--- src/rtl/cache_axi_arbiter.sv ---
// Shares one AXI4 master between icache refill, dcache refill/writeback and uncached access.
// Optional RAW_CHECK_EN: hold a read whose line matches a pending or in-flight write until its B response.
module cache_axi_arbiter #(
    parameter int LINE_WORDS = 8,
    parameter int ID_W       = 4
) (
    input  logic                       clk,
    input  logic                       reset,
    input  logic                       ic_rd_req,
    input  logic [31:0]                ic_rd_addr,
    output logic                       ic_rd_rdy,
    output logic                       ic_ret_valid,
    output logic [LINE_WORDS*32-1:0]   ic_ret_data,
    input  logic                       dc_rd_req,
    input  logic [31:0]                dc_rd_addr,
    output logic                       dc_rd_rdy,
    output logic                       dc_ret_valid,
    output logic [LINE_WORDS*32-1:0]   dc_ret_data,
    input  logic                       dc_wr_req,
    input  logic [31:0]                dc_wr_addr,
    input  logic [LINE_WORDS*32-1:0]   dc_wr_data,
    output logic                       dc_wr_rdy,
    input  logic                       uc_ren,
    input  logic [31:0]                uc_araddr,
    output logic                       uc_rvalid,
    output logic [31:0]                uc_rdata,
    input  logic                       uc_wen,
    input  logic [31:0]                uc_awaddr,
    input  logic [31:0]                uc_wdata,
    input  logic [3:0]                 uc_wstrb,
    output logic                       uc_bvalid,
    output logic                       arvalid,
    output logic [31:0]                araddr,
    output logic [7:0]                 arlen,
    output logic [2:0]                 arsize,
    output logic [1:0]                 arburst,
    output logic [ID_W-1:0]            arid,
    input  logic                       arready,
    input  logic                       rvalid,
    input  logic [31:0]                rdata,
    input  logic                       rlast,
    input  logic [ID_W-1:0]            rid,
    output logic                       rready,
    output logic                       awvalid,
    output logic [31:0]                awaddr,
    output logic [7:0]                 awlen,
    output logic [2:0]                 awsize,
    output logic [1:0]                 awburst,
    input  logic                       awready,
    output logic                       wvalid,
    output logic [31:0]                wdata,
    output logic [3:0]                 wstrb,
    output logic                       wlast,
    input  logic                       wready,
    input  logic                       bvalid,
    output logic                       bready
);
    localparam int LINE_W = LINE_WORDS * 32;
    localparam int CNT_W  = $clog2(LINE_WORDS);
    localparam int OFF_W  = $clog2(LINE_WORDS * 4);

    localparam logic [1:0] R_IDLE = 2'd0, R_AR = 2'd1, R_DATA = 2'd2, R_DONE = 2'd3;
    localparam logic [1:0] W_IDLE = 2'd0, W_AW = 2'd1, W_DATA = 2'd2, W_RESP = 2'd3;
    localparam logic [1:0] SRC_IC = 2'd0, SRC_DC = 2'd1, SRC_UC = 2'd2;

    logic [1:0]       rstate, wstate;
    logic [1:0]       rd_src, want_src;
    logic [31:0]      rd_addr, want_addr;
    logic             rd_want, rd_hazard, rd_grant, ret_pulse;
    logic [CNT_W-1:0] rd_cnt, wr_cnt;
    logic [LINE_W-1:0] rd_buf, ret_line;
    logic             rbeat_vld_p0, rbeat_last_p0;
    logic [31:0]      rbeat_data_p0;

    logic             wr_uc, wb_valid, wb_take, wr_grant_uc, wr_grant_dc;
    logic [31:0]      wr_addr, wr_udata, wb_addr, wb_word;
    logic [3:0]       wr_strb;
    logic [LINE_W-1:0] wb_data;

    logic             unused_rid;
    assign unused_rid = ^rid;

    always_comb begin
        rd_want   = 1'b0;
        want_src  = SRC_IC;
        want_addr = ic_rd_addr;
        if (uc_ren) begin
            rd_want   = 1'b1;
            want_src  = SRC_UC;
            want_addr = uc_araddr;
        end else if (dc_rd_req) begin
            rd_want   = 1'b1;
            want_src  = SRC_DC;
            want_addr = dc_rd_addr;
        end else if (ic_rd_req) begin
            rd_want   = 1'b1;
        end
    end

`ifdef RAW_CHECK_EN
    assign rd_hazard = (wb_valid && wb_addr[31:OFF_W] == want_addr[31:OFF_W])
                    || (wb_take && dc_wr_addr[31:OFF_W] == want_addr[31:OFF_W])
                    || (wstate != W_IDLE && wr_addr[31:OFF_W] == want_addr[31:OFF_W])
                    || (uc_wen && uc_awaddr[31:OFF_W] == want_addr[31:OFF_W]);
`else
    assign rd_hazard = 1'b0;
`endif

    // A requester is still high during its return pulse; skip that cycle so it is not re-granted.
    assign ret_pulse = ic_ret_valid | dc_ret_valid | uc_rvalid;
    assign rd_grant  = (rstate == R_IDLE) && rd_want && !rd_hazard && !ret_pulse;
    assign rready    = (rstate == R_DATA) && !(rbeat_vld_p0 && rbeat_last_p0);

    always_ff @(posedge clk) begin
        if (reset) begin
            rstate       <= R_IDLE;
            rd_cnt       <= '0;
            rbeat_vld_p0 <= 1'b0;
            ic_rd_rdy    <= 1'b0;
            dc_rd_rdy    <= 1'b0;
            ic_ret_valid <= 1'b0;
            dc_ret_valid <= 1'b0;
            uc_rvalid    <= 1'b0;
        end else begin
            ic_rd_rdy    <= 1'b0;
            dc_rd_rdy    <= 1'b0;
            ic_ret_valid <= 1'b0;
            dc_ret_valid <= 1'b0;
            uc_rvalid    <= 1'b0;
            rbeat_vld_p0 <= rvalid && rready;
            case (rstate)
                R_IDLE: if (rd_grant) begin
                    rstate    <= R_AR;
                    rd_cnt    <= '0;
                    ic_rd_rdy <= (want_src == SRC_IC);
                    dc_rd_rdy <= (want_src == SRC_DC);
                end
                R_AR: if (arready) rstate <= R_DATA;
                R_DATA: if (rbeat_vld_p0) begin
                    rd_cnt <= rd_cnt + 1'b1;
                    if (rbeat_last_p0) rstate <= R_DONE;
                end
                default: begin
                    rstate       <= R_IDLE;
                    rd_cnt       <= '0;
                    ic_ret_valid <= (rd_src == SRC_IC);
                    dc_ret_valid <= (rd_src == SRC_DC);
                    uc_rvalid    <= (rd_src == SRC_UC);
                end
            endcase
        end
    end

    // R beat capture (p0), then line assembly one cycle later
    always_ff @(posedge clk) begin
        rbeat_data_p0 <= rdata;
        rbeat_last_p0 <= rlast;
        if (rd_grant) begin
            rd_src  <= want_src;
            rd_addr <= want_addr;
        end
        if (rstate == R_DONE) ret_line <= rd_buf;
        if (rstate != R_DATA) begin
            rd_buf <= '0;
        end else if (rbeat_vld_p0) begin
            for (int i = 0; i < LINE_WORDS; i++)
                if (rd_cnt == CNT_W'(i)) rd_buf[32*i +: 32] <= rbeat_data_p0;
        end
    end

    assign arvalid     = (rstate == R_AR);
    assign araddr      = !arvalid ? 32'd0 :
                         (rd_src == SRC_UC) ? rd_addr : {rd_addr[31:OFF_W], {OFF_W{1'b0}}};
    assign arlen       = (arvalid && rd_src != SRC_UC) ? 8'(LINE_WORDS - 1) : 8'd0;
    assign arsize      = arvalid ? 3'd2 : 3'd0;
    assign arburst     = arvalid ? 2'b01 : 2'b00;
    assign arid        = arvalid ? ID_W'(rd_src) : '0;
    assign ic_ret_data = ic_ret_valid ? ret_line : '0;
    assign dc_ret_data = dc_ret_valid ? ret_line : '0;
    assign uc_rdata    = uc_rvalid ? ret_line[31:0] : 32'd0;

    assign dc_wr_rdy   = (wstate == W_IDLE) && !wb_valid;
    assign wb_take     = dc_wr_req && dc_wr_rdy;
    assign wr_grant_uc = (wstate == W_IDLE) && uc_wen && !uc_bvalid;
    assign wr_grant_dc = (wstate == W_IDLE) && !uc_wen && wb_valid;

    always_ff @(posedge clk) begin
        if (reset) begin
            wstate    <= W_IDLE;
            wr_uc     <= 1'b0;
            wr_cnt    <= '0;
            wb_valid  <= 1'b0;
            uc_bvalid <= 1'b0;
        end else begin
            uc_bvalid <= 1'b0;
            if (wb_take) wb_valid <= 1'b1;
            case (wstate)
                W_IDLE: if (wr_grant_uc || wr_grant_dc) begin
                    wstate <= W_AW;
                    wr_uc  <= wr_grant_uc;
                end
                W_AW: if (awready) begin
                    wstate <= W_DATA;
                    wr_cnt <= '0;
                end
                W_DATA: if (wready) begin
                    if (wlast) wstate <= W_RESP;
                    else       wr_cnt <= wr_cnt + 1'b1;
                end
                default: if (bvalid) begin
                    wstate <= W_IDLE;
                    if (wr_uc) uc_bvalid <= 1'b1;
                    else       wb_valid  <= 1'b0;
                end
            endcase
        end
    end

    always_ff @(posedge clk) begin
        if (wb_take) begin
            wb_addr <= dc_wr_addr;
            wb_data <= dc_wr_data;
        end
        if (wr_grant_uc) begin
            wr_addr  <= uc_awaddr;
            wr_udata <= uc_wdata;
            wr_strb  <= uc_wstrb;
        end else if (wr_grant_dc) begin
            wr_addr  <= wb_addr;
        end
    end

    always_comb begin
        wb_word = 32'd0;
        for (int i = 0; i < LINE_WORDS; i++)
            if (wr_cnt == CNT_W'(i)) wb_word = wb_data[32*i +: 32];
    end

    assign awvalid = (wstate == W_AW);
    assign awaddr  = !awvalid ? 32'd0 : wr_uc ? wr_addr : {wr_addr[31:OFF_W], {OFF_W{1'b0}}};
    assign awlen   = (awvalid && !wr_uc) ? 8'(LINE_WORDS - 1) : 8'd0;
    assign awsize  = awvalid ? 3'd2 : 3'd0;
    assign awburst = awvalid ? 2'b01 : 2'b00;
    assign wvalid  = (wstate == W_DATA);
    assign wdata   = !wvalid ? 32'd0 : wr_uc ? wr_udata : wb_word;
    assign wstrb   = !wvalid ? 4'd0 : wr_uc ? wr_strb : 4'hf;
    assign wlast   = wvalid && (wr_uc || wr_cnt == CNT_W'(LINE_WORDS - 1));
    assign bready  = (wstate == W_RESP);

endmodule

--- config.mk ---
export PLATFORM = sky130hd
export DESIGN_NAME = cache_axi_arbiter
export DESIGN_NICKNAME = d
export VERILOG_FILES = /design/src/rtl/cache_axi_arbiter.sv
export SDC_FILE = /design/constraint.sdc
export NUM_CORES = 2
export LEC_CHECK = 0
export BUFFER_PORTS_ARGS = -buffer_cell sky130_fd_sc_hd__buf_2
export CAP_MARGIN = 20
export CORE_AREA = 2 2 463 465
export CTS_CLUSTER_DIAMETER = 100
export DETAILED_ROUTE_END_ITERATION = 16
export DIE_AREA = 0 0 465 467
export HOLD_SLACK_MARGIN = 0.05
export PLACE_DENSITY = 0.46
export SYNTH_ARGS = -nofsm -noshare
export SYNTH_HDL_FRONTEND = slang
export SYNTH_SLANG_ARGS = --single-unit
--- constraint.sdc ---
create_clock -name clk -period 14.8 [get_ports clk]
set_input_delay 0.74 -clock clk [delete_from_list [all_inputs] [get_ports clk]]
set_output_delay 0.74 -clock clk [all_outputs]
set_load 0.02 [all_outputs]
After elaboration in Yosys (flattened, before gate mapping). Cells that the tools add are included.

Flip-flop bits (word level): 954. Input port bits: 501. Output and inout bits: 687. Word-level logic and storage cells: 179.

Add/sub/neg operators: 2. Equal/unequal tests: 34. Mux-type cells: 58. Bitwise gates (word level): 6. Reduce and logical (&&, ||, !) cells: 48.

Operator list (count): $mux W32 (17); $mux W256 (2); $mux W2 (13); $eq A3 B3 Y1 const B (8); $mux W3 (7); $reduce_and A2 Y1 (9); $logic_and A1 B1 Y1 (14); $eq A3 B2 Y1 const B (4); $ne A2 B2 Y1 const B (6); $pmux W2 S3 (2); $mux W1 (11); $eq A2 B2 Y1 const B (5); $mux W5 (2); $ne A2 B1 Y1 const B (5); $pmux W3 S3 (1); $eq A2 B1 Y1 const B (4); $logic_not A2 Y1 (4); $mux W4 (2); $reduce_and A4 Y1 (2); $add A3 B1 Y3 const B (2); $eq A3 B1 Y1 const B (2); $logic_not A1 Y1 (6); $logic_not A3 Y1 (2); $pmux W3 S2 (1); 10 further kinds (17).

Longest topological paths before layout.
Depth after elaboration: 11. Depth in mapped cells: 10.

Least setup slack after synthesis. Ideal clock, no wire load.

Path kind: flip-flop to flip-flop. From: register wstate[0]. To: register wb_addr[0] (enable). Library setup time: 0.685 ns. Arrival time: 7.631 ns. Data required time: 14.115 ns. Path slack: 6.483 ns. Cell stages (with the launch flop): 5. Buffers on the path: 0. Cell sequence: dfxtp_1 > inv_1 > ha_1 > nor2b_1 > and2_1.

Cells in the longest elaborated chain, start to end: 3.

RTL lines: from (decl) (line 66) `logic [1:0] rstate, wstate;`; from (signal assigned) (line 189) `wstate <= W_IDLE;`; from (signal assigned) (line 199) `wstate <= W_AW;`; from (signal assigned) (line 203) `wstate <= W_DATA;`; $logic_not A2 Y1 (line 182) `assign dc_wr_rdy = (wstate == W_IDLE) && !wb_valid;`; $logic_and A1 B1 Y1 (line 182); net dc_wr_rdy (line 22) `output logic dc_wr_rdy,`; $logic_and A1 B1 Y1 (line 183) `assign wb_take = dc_wr_req && dc_wr_rdy;`; net wb_take (line 75) `logic wr_uc, wb_valid, wb_take, wr_grant_uc, wr_grant_dc;`; to (signal assigned) (line 221) `wb_addr <= dc_wr_addr;`; to (decl) (line 76) `logic [31:0] wr_addr, wr_udata, wb_addr, wb_word;`.

The timed path passes the listed nets, and every way through them passes these cells. A chain may end at the register's enable or synchronous reset.

Final worst setup path.
From: register wr_cnt[2]. To: output wdata[4].

Cells in the longest elaborated chain, start to end: 11. Elaborated cells on any way between the ends: 18. Those cells by class: eq/ne (7); mux (10); reduce/logical (1).

RTL lines: from (decl) (line 70) `logic [CNT_W-1:0] rd_cnt, wr_cnt;`; from (signal assigned) (line 208) `else wr_cnt <= wr_cnt + 1'b1;`; $logic_not A3 Y1 (line 236) `if (wr_cnt == CNT_W'(i)) wb_word = wb_data[32*i +: 32];`; $mux W32 (7 in a row) (line 236); $mux W32 (*) (line 236); $mux W32 (*) (2 in a row) (line 245) `assign wdata = !wvalid ? 32'd0 : wr_uc ? wr_udata : wb_word;`; to (decl) (line 51) `output logic [31:0] wdata,`.

Mark *: on every way between the ends. The rest lies on a longest branch, timed or not.

==> run_results.csv <==
group,metric,value,unit
setup_path,worst_setup_path_start_kind,"flip-flop",
setup_path,slowest_stage,"ha_2",
cts,cts_tree,"done",
detailed_routing,dr.pass1.iters,8,
placement,dpl_worst_slack,10.21,ns
timing,setup_viol,0,
setup_path,timing.critical_path.to_type,"output pin",
power,sequentialPowerShare,0.448,
timing,min_period,4.930,ns
floorplanning,fp.dieH,467,microns
timing,number_of_hold_violations_in_the_final_report,0,
power,cellLeakagePower,20.15,nW
power,vdd.ir_drop.worst,112.2,uV
floorplanning,chipWidth,465,microns
placement,gp_congestion,0.8545,
synthesis,mappedNetlistArea,39190,sq um
detailed_routing,avgViaCountPerCell,4.035,
global_routing,globalRouteTotalUtil,0.1508,
cts,numClockSinks,954,
synthesis,ys_ff_latch,954,
cts,clock_latency,0.73,ns
synthesis,cell_type_with_the_highest_aggregate_area_in_the_netlist,"edfxtp_1",
min_path,worstHoldPathType,"primary input to flip-flop",
floorplanning,top_level_i_o_count,1188,
floorplanning,floorplan.initialDensity,0.1852,
synthesis,synth_top_cells_by_area,"edfxtp_1, dfxtp_1, and2_1, nand2_1, a21oi_1",
synthesis,postSynthCellCount,3391,
timing,max-slew-margin-rel,0.2346,
detailed_routing,top_layer_used_by_detailed_routing,"met5",
final_layout,area_growth_syn_to_layout,32.15,%
synthesis,synth-edff-count,646,
setup_path,critPathKind,"flip-flop to output pin",
timing,report.final.slew_viol_count,0,
setup_path,crit_path_cell_trace,"inv_1, buf_4, ha_2, buf_4, nand2b_1, buf_4, o32ai_1, a31oi_1, nor2_1, buf_2",
synthesis,average_cell_area_after_synthesis,11.56,sq um
detailed_routing,first_iter_violations,1780,
cts,clk_pin_slew,0.06,ns
setup_path,worst_path_largest_cell_delay,0.75,ns
timing,maximum_clock_frequency,0.2028,GHz
power,power_switching_share,0.3278,
power,part_of_the_total_power_dissipated_in_combinational_logic,0.219,
floorplanning,coreArea,211700,sq um
setup_path,critical_path_required,14.06,ns
cts,h-tree-depth,3,
power,clockPowerShare,0.333,
cts,ctsResizeCount,0,
placement,buffer_ports.inserted,1165,
power,p_switching,2.631,mW
setup_path,cp-startpoint,"wr_cnt[2]",
global_routing,grt_antenna_before_repair,84,
detailed_routing,dr_wl_met2,88.57,mm
final_layout,final_layout_size_suffix_gt1_frac,0.3187,
cts,cts_buffer_depth,3,
global_routing,first_global_vias,28610,
synthesis,post_synthesis_async_set_or_reset_flop_share,0,
setup_path,worstReg2RegStart,"wstate[0]",
job,max_cap_viol_count,0,
min_path,hold_path_startpoint,"dc_wr_addr[20]",
timing,max_slew.worst_pin.slew,1.148,ns
detailed_routing,drc,0,
synthesis,yosysWarningCount,0,
cts,post-cts-setup-buffer-count,0,
setup_path,cp_data_arrival_time,4.19,ns
cts,cts_root_buffer,"clkbuf_16",
setup_path,crit_top_cell,"buf_4",
floorplanning,die-area,217200,sq um
setup_path,worst-path-max-fanout,35,
power,int_pwr,5.394,mW
synthesis,yosysSeqAreaShare,0.6523,
detailed_routing,wl_met3,11.54,mm
synthesis,synth_largest_type_area_fraction,0.4950,
final_layout,mostFrequentLayoutCell,"buf_2",
final_layout,commonest_cells_after_routing_fill_and_taps_aside,"buf_2, edfxtp_1, nand2_1",
timing,setup_slack,9.870,ns
placement,dpl_hpwl,129.7,mm
timing,final.setup.tns,0,ns
global_routing,grt_pass1_wl,230.6,mm
cts,numCtsBuffers,107,
detailed_routing,finalWirelength,172.2,mm
detailed_routing,drt-wirelength-per-cell,23.22,microns
detailed_routing,vias,29930,
timing,clock-skew-final,0.05527,ns
detailed_routing,wl_met1,65.07,mm
status,outcome,"finished clean",
global_routing,gr-total-overflow,0,
global_routing,grt_start_max_net_pins,133,
floorplanning,fp-row-count,169,
synthesis,ys.flop_type,"edfxtp_1",
final_layout,final_nets,4990,
timing,finalCritPeriodShare,0.3331,
synthesis,netlist-cell-type-count,50,
detailed_routing,postRouteAntennaNets,0,
timing,unrepaired_setup_endpoints_after_global_routing,"no",
power,power_per_cell_area,155.0,nW/um^2
[routing by layer]
| metal | GRT usage | vias to the layer above |
|---|---|---|
| met3 | 0.03746 | 321 |
| li1 | - | 13880 |
| met1 | 0.1689 | 14450 |
| met4 | 0.05869 | 98 |
| met2 | 0.2727 | 1184 |
| met5 | 0 | - |
[kinds of logic (layout without fill, tap and decap cells)]
logic type | count (synthesis) | count (layout) | synth area share
other | 1 | 51 | 0.00009568
buffers and inverters | 357 | 1512 | 0.04122
adder cells (fa/ha/maj) | 20 | 20 | 0.006385
multiplexers | 65 | 65 | 0.01762
flip-flops | 954 | 954 | 0.6523
AND/OR/NAND/NOR | 1419 | 1419 | 0.1859
AO/OA/AOI/OAI | 575 | 575 | 0.09648
[critical path, delay by kind of cell (launching register included)]
kind            cells  cell delay (ns)
flops               1             0.33
buf+inv             5             1.53
simple gates        2             0.46
compound gates      2             0.38
fa+ha+maj           1             0.75
[stage by stage]
step           utilization  std cells  total power, mW  hold slack [ns]  instance area, sq um
2_1_floorplan            -       3408            4.649           0.4081                 39260
6_report            0.2447       7417            8.025           0.1774                 51790
3_3_place_gp        0.2255       7144            5.445           0.4110                 47720
5_1_grt             0.2445       7399            8.381          0.09278                 51750
3_5_place_dp        0.2259       7148            5.459           0.4122                 47810
4_1_cts             0.2442       7383            8.169          0.06862                 51680
[area by class of cell]
cell class,count,area (sq um)
Antenna cell,33,82.58
Clock inverter,66,660.6
Tap cell,2821,3530
Clock buffer,137,2892
Fill cell,22650,159900
Sequential cell,954,25570
Timing Repair Buffer,1259,6694
Multi-Input combinational cell,2097,12170
Inverter,50,192.7
[flip-flops by register name, summed over array words and instances (netlist names), 2 cells and up]
signal	cells
wstate	2
wb_addr	32
rd_addr	32
wr_cnt	3
rd_cnt	3
rd_buf	256
rbeat_data_p0	32
wr_udata	32
rd_src	2
wr_strb	4
wb_data	256
ret_line	256
wr_addr	32
rstate	2
[cell usage after synthesis, types with 4 or more instances]
cell type and n:
and3_2 4, buf_4 58, and2_1 614, inv_1 49, o41ai_1 35, a21boi_0 80
o32ai_1 32, mux2_2 32, a21oi_1 194, o211ai_1 33, edfxtp_1 646, mux2i_1 33
o21a_1 4, o21ai_0 72, a21boi_1 19, nor2_1 44, buf_2 31, a311oi_1 33
or4_1 5, a31oi_1 32, and3_1 7, dfxtp_1 308, nor3b_1 33, o221ai_1 31
nor2b_1 70, nand2_1 623, ha_1 20, o31ai_1 4, buf_1 13, clkbuf_1 203
[path summary, 6_finish.rpt]
path	to	slack, ns	depth (start not counted)
worst max-delay path	wdata[4]	9.87	10
worst min-delay path	wb_addr[20]	0.18	1
worst max register to register	wb_data[135]	10.30	7
worst min register to register	ret_line[197]	0.41	0
[power groups by stage]
stage	clock network (mW)	logic, mW	registers [mW]
6_report	2.67	1.75	3.60
5_1_grt	2.86	1.90	3.63
4_1_cts	2.75	1.81	3.60
3_5_place_dp	0	1.80	3.66
3_3_place_gp	0	1.79	3.65
2_1_floorplan	0	1.08	3.57
[what timing repair did]
item,4_1_cts,5_1_grt
endpoints found under the setup margin,0,0
hold buffers,32,0
hold endpoints to repair,32,0
Note: power is estimated with default switching activity, not from simulation.
